==> src/rtl/iq_avg_sequencer.sv <==
// Sequencer for a lock-stepped pair of I/Q block averagers: gates their load/clear
// strobes, captures each finished {Q, I} average and streams it out on valid/ready.
module iq_avg_sequencer #(
  parameter int NBITS   = 32,
  parameter int CNTBITS = 16
) (
  input  logic                 clk,
  input  logic                 rst_n,
  input  logic                 start,
  input  logic                 abort,
  input  logic [CNTBITS-1:0]   num_windows,
  input  logic                 s_valid,
  input  logic                 avg_valid,
  input  logic [NBITS-1:0]     avg_i,
  input  logic [NBITS-1:0]     avg_q,
  output logic                 avg_rst,
  output logic                 avg_load,
  output logic [2*NBITS-1:0]   m_data,
  output logic                 m_valid,
  input  logic                 m_ready,
  output logic                 busy,
  output logic                 done,
  output logic                 overrun,
  output logic [CNTBITS-1:0]   win_count
);

  localparam logic [1:0] IDLE  = 2'd0;
  localparam logic [1:0] CLEAR = 2'd1;
  localparam logic [1:0] RUN   = 2'd2;
  localparam logic [1:0] DRAIN = 2'd3;

  localparam logic [CNTBITS-1:0] CNT_MAX = '1;
  localparam logic [CNTBITS-1:0] CNT_ONE = CNTBITS'(1);

  logic [1:0]           state_reg, state_next;
  logic [CNTBITS-1:0]   num_windows_reg, num_windows_next;
  logic [CNTBITS-1:0]   win_count_reg, win_count_next;
  logic                 overrun_reg, overrun_next;
  logic                 done_reg, done_next;
  logic                 m_valid_reg, m_valid_next;
  logic [2*NBITS-1:0]   pair_in;
  logic                 window_done;
  logic                 slot_free;
  logic                 capture;

  // Abort kills the load in its own cycle so the partial window never completes.
  assign avg_load    = (state_reg == RUN) && s_valid && !abort;
  assign avg_rst     = (state_reg != RUN);
  assign window_done = avg_valid && avg_load;
  assign slot_free   = !m_valid_reg || m_ready;
  assign capture     = window_done && slot_free;
  assign pair_in     = {avg_q, avg_i};

  assign busy      = (state_reg != IDLE);
  assign done      = done_reg;
  assign overrun   = overrun_reg;
  assign win_count = win_count_reg;
  assign m_valid   = m_valid_reg;

  always_comb begin
    state_next       = state_reg;
    num_windows_next = num_windows_reg;
    win_count_next   = win_count_reg;
    overrun_next     = overrun_reg;
    done_next        = 1'b0;
    m_valid_next     = m_valid_reg;

    if (m_valid_reg && m_ready) m_valid_next = 1'b0;
    if (capture)                m_valid_next = 1'b1;

    case (state_reg)
      IDLE: begin
        if (start && !abort) begin
          state_next       = CLEAR;
          num_windows_next = num_windows;
          win_count_next   = '0;
          overrun_next     = 1'b0;
        end
      end
      CLEAR: begin
        state_next = abort ? IDLE : RUN;
        done_next  = abort;
      end
      RUN: begin
        if (abort) begin
          state_next = IDLE;
          done_next  = 1'b1;
        end else if (window_done) begin
          if (!slot_free) overrun_next = 1'b1;
          if (win_count_reg != CNT_MAX) win_count_next = win_count_reg + CNT_ONE;
          if ((num_windows_reg != '0) && (win_count_next == num_windows_reg))
            state_next = DRAIN;
        end
      end
      DRAIN: begin
        if (abort || !m_valid_reg) begin
          state_next = IDLE;
          done_next  = 1'b1;
        end
      end
      default: state_next = IDLE;
    endcase
  end

  always_ff @(posedge clk or negedge rst_n) begin
    if (!rst_n) begin
      state_reg       <= IDLE;
      num_windows_reg <= '0;
      win_count_reg   <= '0;
      overrun_reg     <= 1'b0;
      done_reg        <= 1'b0;
      m_valid_reg     <= 1'b0;
    end else begin
      state_reg       <= state_next;
      num_windows_reg <= num_windows_next;
      win_count_reg   <= win_count_next;
      overrun_reg     <= overrun_next;
      done_reg        <= done_next;
      m_valid_reg     <= m_valid_next;
    end
  end

  // One holding lane per channel; a dropped pair leaves both lanes untouched.
  for (genvar gi = 0; gi < 2; gi++) begin : g_lane
    logic [NBITS-1:0] lane_reg;

    always_ff @(posedge clk or negedge rst_n) begin
      if (!rst_n)       lane_reg <= '0;
      else if (capture) lane_reg <= pair_in[gi*NBITS +: NBITS];
    end

    assign m_data[gi*NBITS +: NBITS] = lane_reg;
  end

endmodule

==> config.mk <==
export PLATFORM = sky130hd
export DESIGN_NAME = iq_avg_sequencer
export DESIGN_NICKNAME = d
export VERILOG_FILES = /design/src/rtl/iq_avg_sequencer.sv
export SDC_FILE = /design/constraint.sdc
export NUM_CORES = 1
export LEC_CHECK = 0
export CORE_MARGIN = 3
export CORE_UTILIZATION = 51
export CTS_BUF_LIST = sky130_fd_sc_hd__clkbuf_2
export DETAILED_ROUTE_END_ITERATION = 6
export PLACE_DENSITY = 0.88
export SETUP_SLACK_MARGIN = 0.1
export SYNTH_ARGS = -nofsm -noshare
export SYNTH_HDL_FRONTEND = slang
export SYNTH_SLANG_ARGS = --single-unit
==> constraint.sdc <==
create_clock -name clk -period 5.5 [get_ports clk]
set_input_delay 1.1 -clock clk [delete_from_list [all_inputs] [get_ports clk]]
set_output_delay 1.1 -clock clk [all_outputs]
set_load 0.01 [all_outputs]
# Yosys cells after proc, flatten, opt, wreduce, memory -nomap -nowiden
# Cells that the tools add are included.
# Widths: inputs -> output; s select.
[classes]
div_mod_pow = 0
n_shift = 0
addsub = 1
multipliers = 0
n_eq_ne = 13
reduce_logical = 20
n_mux = 25
n_lt_le_gt_ge = 0
bitwise = 0
[ops]
columns = ["operator", "count"]
rows = [
  ["$mux 16", 7],
  ["$pmux 16 s2", 1],
  ["$add 16x1->16 const B", 1],
  ["$eq 16x16->1", 1],
  ["$ne 16x16->1 const B", 1],
  ["$reduce_bool 16->1", 1],
  ["$mux 2", 6],
  ["$ne 2x2->1 const B", 6],
  ["$mux 1", 8],
  ["$pmux 2 s4", 1],
  ["$reduce_and 4->1", 2],
  ["$logic_and 1x1->1", 7],
  ["$reduce_bool 2->1", 3],
  ["$reduce_and 5->1", 1],
  ["$eq 2x2->1 const B", 2],
  ["$ne 3x2->1 const B", 1],
  ["$ne 3x3->1 const B", 1],
  ["$pmux 1 s3", 1],
  ["$eq 2x1->1 const B", 1],
  ["$logic_not 1->1", 2],
  ["$logic_not 2->1", 1],
  ["$logic_or 1x1->1", 2],
  ["$pmux 1 s2", 1],
  ["$reduce_and 2->1", 1],
]
[totals]
in_bits = 87
output_inout_bits = 86
reg_bits = 101
ram_bits = 0
mem_bits_ro = 0
wordCells = 67
latch_bits = 0
memories = 0

# Logic depth before layout (Yosys ltp)
# Gate-level depths: netlist of the first run.
[logic_depth]
depth_word = 13
depth_mapped = 11
depth_no_buf = 10

# Worst setup path after synthesis of the first run
# OpenSTA, ideal clock, no wires.
[synth_path]
path_kind = "input port to flip-flop"
start = "input abort"
end = "register g_lane[0].lane_reg[0]"
arrival_ns = 2.755
setup_ns = 0.125
path_stages = 6
path_slack_ns = 2.620
n_path_buf = 1
cell_sequence = "nor2b_1 -> and2_1 -> nand2_1 -> a21oi_1 -> clkbuf_1 -> mux2_2"
[synth_via]
elab_chain_cells = 4
[synth_lines]
columns = ["item", "line", "source"]
rows = [
  ["from (decl)", "10", "input logic abort,"],
  ["$logic_not 1->1", "47", "assign avg_load = (state_reg == RUN) && s_valid && !abort;"],
  ["$logic_and 1x1->1", "47", ""],
  ["named net avg_load", "17", "output logic avg_load,"],
  ["$logic_and 1x1->1", "49", "assign window_done = avg_valid && avg_load;"],
  ["$logic_and 1x1->1", "51", "assign capture = window_done && slot_free;"],
  ["to (signal assigned)", "129", "else if (capture) lane_reg <= pair_in[gi*NBITS +: NBITS];"],
  ["to (decl)", "125", "logic [NBITS-1:0] lane_reg;"],
]
# The timed path passes the listed nets, and every way through them passes these cells.
# A chain may end at the register's enable or synchronous reset.

# Worst setup path in the final report of the first run
[layout_path]
start = "input abort"
end = "output avg_load"
[layout_via]
elab_chain_cells = 2
[layout_lines]
columns = ["item", "line"]
rows = [
  ["$logic_not 1->1", "47"],
  ["$logic_and 1x1->1", "47"],
  ["to (decl)", "17"],
]
# No other way between the ends.

==> flow_metrics.tcl, run 1 <==
set metrics [dict create \
    status "completed" \
    ant_nets 0 \
    cts_root_buf "clkbuf_2" \
    antenna_cells 0 \
    coreArea_sq_um 9460 \
    arrival_ps 2610 \
    drt_iter0_drc 216 \
    tightest_slew_ps 917 \
    fin_crit_sh_pct 67.4 \
    syn_nets 552 \
    tns_ps 0 \
    clk_pin_slew_ps 290 \
    critPathKind "input port to output pin" \
    cts_tree "yes" \
    synth_area_sq_um 5080 \
    synthArstFlopShare_pct 100 \
    crit_chain "clkdlybuf4s50_1 -> nor2b_1 -> and2_1 -> clkdlybuf4s50_1" \
    largest_reg_flops 64 \
    first_pass_iters 5 \
    path_max_fanout 7 \
    grt_overflow 0 \
    cts_max_level 3 \
    top_usage_layer "met2" \
    grt_util_met2_pct 47.4 \
    initial_core_util_pct 53.7 \
    grt_pass1_vias 4512 \
    ys_seq_area_share_pct 49.8 \
    clock_latency_ps 570 \
    antenna_found_initial 0 \
    drive_gt1_share_pct 18.0 \
    numCtsBuffers 9 \
    cts_hold_buf 0 \
    port_buffers 172 \
    cpMostUsedCell "clkdlybuf4s50_1" \
    worstSetupEndpointType "output pin" \
    grt_max_degree 65 \
    yosys.area.top_type "dfrtp_1" \
    dieArea_sq_um 11200 \
    min_period_ps 3710 \
    slowest_delay_ps 540 \
    dp_hpwl_microns 11400 \
    wire_per_inst_microns 19.7 \
    grt_pass1_wl_microns 23500 \
    max_freq_mhz 270 \
    whs_ps 509 \
    yosys-top-cells-area "dfrtp_1 50%, mux2_2 18%, nand2_1 2.5%" \
    hp-class "input port to asynchronous set/reset pin" \
    slew_violations 0 \
    io-pin-count 173 \
    slowest_stage "clkdlybuf4s50_1" \
    crit_path_start_kind "input port" \
    hold_viol_final 0 \
    dieWidth_microns 106 \
    synth_warnings 0 \
    dp.cells 736 \
    synth_cell_types 56 \
    syn_inst 460 \
    use_met3_pct 10.7 \
    vias 4284 \
    final.setup_skew_ps 38.2 \
    post-cts-setup-buffer-count 0 \
    power.density_nw_per_um2 439 \
    max-slew-margin-rel_pct 38.4 \
    synth_edf_count 0 \
    ctsResizeCount 0 \
    fin_nets 710 \
    grt_util_all_layers_pct 26.9 \
    instances_no_fill 752 \
    die_h_microns 106 \
    avgSynthCellArea_sq_um 11.0 \
    gp_congestion 0.924 \
    synth_top_area_share_pct 49.8 \
    viasPerCell 5.70 \
    fillers 662 \
    route.detailed.drc 0 \
    rsz0062_at_grt "false" \
    synth_flop_cell "dfrtp_1" \
    clockBufferDepth 2 \
    synth_seq_cells 101 \
    gr-usage-met1_pct 29.5 \
    required_ps 4400 \
    finalSetupViolCount 0 \
    p_leak_nw 2.91 \
    ir_drop_mv 0.301 \
    drv_cap 0 \
    syn_to_final_growth_pct 37.4 \
    fp-row-count 35 \
    clock-sinks 101 \
    routed_wl_microns 14800 \
]
==> critical path, delay by kind of cell <==
family	cells	cell delay, ps
AND/OR/NAND/NOR	2	470
buffers and inverters	2	1050
==> where the power goes <==
| group | switching (W) | total, W | internal (W) |
|---|---|---|---|
| Combinational | 0.000578 | 0.00141 | 0.000828 |
| Clock | 0.000266 | 0.000338 | 0.0000717 |
| Sequential | 0.000283 | 0.00132 | 0.00103 |
| Total | 0.00113 | 0.00306 | 0.00193 |
==> layer usage <==
metal / vias up / share of wire (%) / wire length, microns
li1: 1977 / - / -
met1: 2056 / 36 / 5280
met2: 212 / 51 / 7610
met3: 39 / 10 / 1500
met4: 0 / 3.0 / 439
met5: - / 0 / 0
==> cell usage after synthesis (2+ instances only) <==
cell	n
a21o_1	4
a21oi_1	25
a22o_1	3
a22oi_1	2
a311oi_1	2
a31oi_1	3
a32oi_1	2
and3_1	5
buf_2	4
clkbuf_1	20
clkbuf_2	2
dfrtp_1	101
ha_1	5
inv_1	12
mux2_2	81
mux2i_1	2
nand2_1	34
nand2b_1	4
nand3_1	17
nand3b_1	2
nand4_1	6
nand4_4	2
nor2_1	25
nor2b_1	6
nor3_1	10
nor3b_1	2
nor4_1	9
o211ai_1	2
o21a_1	2
o21ai_0	20
o22ai_1	3
or2_2	2
or3_1	5
xnor2_1	10
xor2_1	5
==> placed cells by master (no fill, tap or decap), types with 6 or more instances in the layout <==
cell type        instances
inv_1                   12
clkbuf_2                10
nand4_1                  6
nor2_1                  25
a21oi_1                 24
nor4_1                   9
clkdlybuf4s50_1        171
mux2_2                  81
nand3_1                 17
nor3_1                  10
xnor2_1                 10
nand2_1                 34
o21ai_0                 20
dfrtp_1                101
nor2b_1                  6
==> final timing paths <==
check	start	endpoint	slack [ps]	cells after the start
worst min-delay path	rst_n	win_count[3]	510	1
min in group clk	g_lane[0].lane_reg[22]	g_lane[0].lane_reg[22]	550	1
max in group asynchronous	rst_n	g_lane[0].lane_reg[3]	3890	2
worst max-delay path	abort	avg_load	1790	4
worst min register to register	g_lane[0].lane_reg[22]	g_lane[0].lane_reg[22]	550	1
worst max register to register	win_count[0]	state_reg[1]	1950	9
==> kinds of logic after synthesis <==
family / Yosys count / share of synthesized area [%]
multiplexers: 84 / 18.7
flip-flops: 101 / 49.8
AO/OA/AOI/OAI: 81 / 10.6
AND/OR/NAND/NOR: 134 / 13.9
XOR/XNOR: 15 / 2.59
buffers and inverters: 40 / 3.25
adder cells (fa/ha/maj): 5 / 1.23
==> stage by stage <==
step                      instance area, sq um  power, W  utilization, %  setup WS [ps]
final                                     6970   0.00306            73.7           1790
after CTS                                 6970   0.00308            73.7           1800
after floorplan                           5080   0.00196               -           2620
after global routing                      6970   0.00324            73.7           1680
after global placement                    6870   0.00266            72.6           1860
after detailed placement                  6870   0.00274            72.6           1800
==> area by class of cell <==
type / count / area (sq um) / share of cell area [%]
inverters: 12 / 45.0 / 0.646
well taps: 129 / 161 / 2.31
multi-input cells: 319 / 2390 / 34.3
flip-flops and latches: 101 / 2530 / 36.2
clock inverters: 6 / 53.8 / 0.771
clock buffers: 10 / 50.0 / 0.718
repair buffers: 175 / 1740 / 25.0
(Power assumes the default switching activity.)
==> run 2: changes to the inputs <==
CORE_UTILIZATION = 47   (was 51)
PLACE_DENSITY = 0.82   (was 0.88)
clock period = 3.85 ns   (was 5.5 ns; I/O delays follow)
==> flow_metrics.tcl, run 2 (synthesis gave the netlist of run 1 again) <==
set metrics [dict create \
    instances_no_fill 761 \
    fin_crit_sh_pct 90.0 \
    antenna_found_initial 0 \
    max_freq_mhz 289 \
    rsz0062_at_grt "false" \
    first_pass_iters 5 \
    worstSetupEndpointType "flip-flop" \
    wire_per_inst_microns 19.1 \
    cts_tree "yes" \
    gp_congestion 0.998 \
    grt_pass1_vias 4425 \
    grt_pass1_wl_microns 23000 \
    cts_root_buf "clkbuf_2" \
    pre_cts_ws_ps 483 \
    grt_max_degree 75 \
    max-slew-margin-rel_pct 39.1 \
    multiInputGateArea_sq_um 2390 \
    path_max_fanout 11 \
    io-pin-count 173 \
    crit_path_start_kind "flip-flop" \
    vias 4395 \
    r2r-end "state_reg[1]" \
    tns_ps 0 \
    drv_cap 0 \
    port_buffers 172 \
    largest_reg_flops 64 \
    tightest_slew_ps 914 \
    layout_common_cells "171 x clkdlybuf4s50_1, 101 x dfrtp_1, 81 x mux2_2" \
    ctsResizeCount 0 \
    required_ps 4370 \
    hold_viol_final 0 \
    min_period_ps 3460 \
    dp_hpwl_microns 11000 \
    numCtsBuffers 9 \
    grt_util_all_layers_pct 25.1 \
    r2r_slack_ps 390 \
    routed_wl_microns 14600 \
    dpl_cell_area_sq_um 6910 \
    arrival_ps 3990 \
    cts_hold_buf 0 \
    r2r-start "win_count[0]" \
    p_leak_nw 2.94 \
    dieArea_sq_um 12100 \
    drt_iter0_drc 266 \
    power.density_nw_per_um2 634 \
    clock_latency_ps 610 \
    final.setup_skew_ps 16.4 \
    clockBufferDepth 2 \
    post-cts-setup-buffer-count 0 \
    dp.cells 746 \
    initial_core_util_pct 48.7 \
    viasPerCell 5.78 \
    hp-class "input port to asynchronous set/reset pin" \
    r2r_cells 9 \
    syn_to_final_growth_pct 38.7 \
    fillers 801 \
    finalSetupViolCount 0 \
    antenna_cells 0 \
    dieWidth_microns 110 \
    slew_violations 0 \
    grt_overflow 0 \
    fin_area_sq_um 7040 \
    ir_drop_mv 0.396 \
    cts_max_level 3 \
    critPathKind "flip-flop to flip-flop" \
    final_common_cell "clkdlybuf4s50_1" \
    clock-sinks 101 \
    die_h_microns 110 \
    status "completed" \
    coreArea_sq_um 10400 \
    fin_nets 713 \
    setup_slack_ps 386 \
    ff_latch_area_sq_um 2530 \
    fp-row-count 37 \
    clk_pin_slew_ps 270 \
    ant_nets 0 \
    drive_gt1_share_pct 18.1 \
    route.detailed.drc 0 \
    power.total_w 0.00447 \
]
-- run 2: cell type report --
type                            count  share of cell area (%)
Sequential cell                   101                    35.9
Multi-Input combinational cell    319                    34.0
Timing Repair Buffer              178                    25.2
Tap cell                          136                    2.42
Clock inverter                      4                    1.03
Clock buffer                       11                   0.782
Inverter                           12                   0.640
-- run 2: worst max-delay path by stage --
stage,start,endpoint,slack [ps]
after floorplan,win_count[0],state_reg[1],1080
after global placement,win_count[0],state_reg[1],660
after detailed placement,win_count[0],state_reg[1],480
after CTS,win_count[1],state_reg[1],460
after global routing,win_count[0],state_reg[1],190
final,win_count[0],state_reg[1],390
-- run 2: worst max-delay path: stages (launching register included) --
cell and delay, ps:
dfrtp_1 610, ha_1 450, nand3_1 200, or4_1 640
nor2_1 240, mux2i_1 260, xnor2_1 90, nor4_1 440
nor2_1 100, or3_1 360
-- run 2: report_power, final --
group,internal (W),switching [W]
clock,0.000217,0.000357
sequential,0.00148,0.000393
combinational,0.00119,0.000831
-- run 2: stage by stage --
step                      utilization, %  hold slack (ps)
after global routing                67.6              268
after detailed placement            66.4              495
after CTS                           67.6              239
after global placement              66.4              487
final                               67.6              243
after floorplan                        -              474
-- run 2: metal layers --
metal  track usage (%)  vias up  part of all wire, %
li1                  -     1973                    -
met4              10.8        0                  3.2
met1              29.5     2112                   37
met2              40.0      271                   48
met3              10.8       39                   12
met5                 0        -                    0
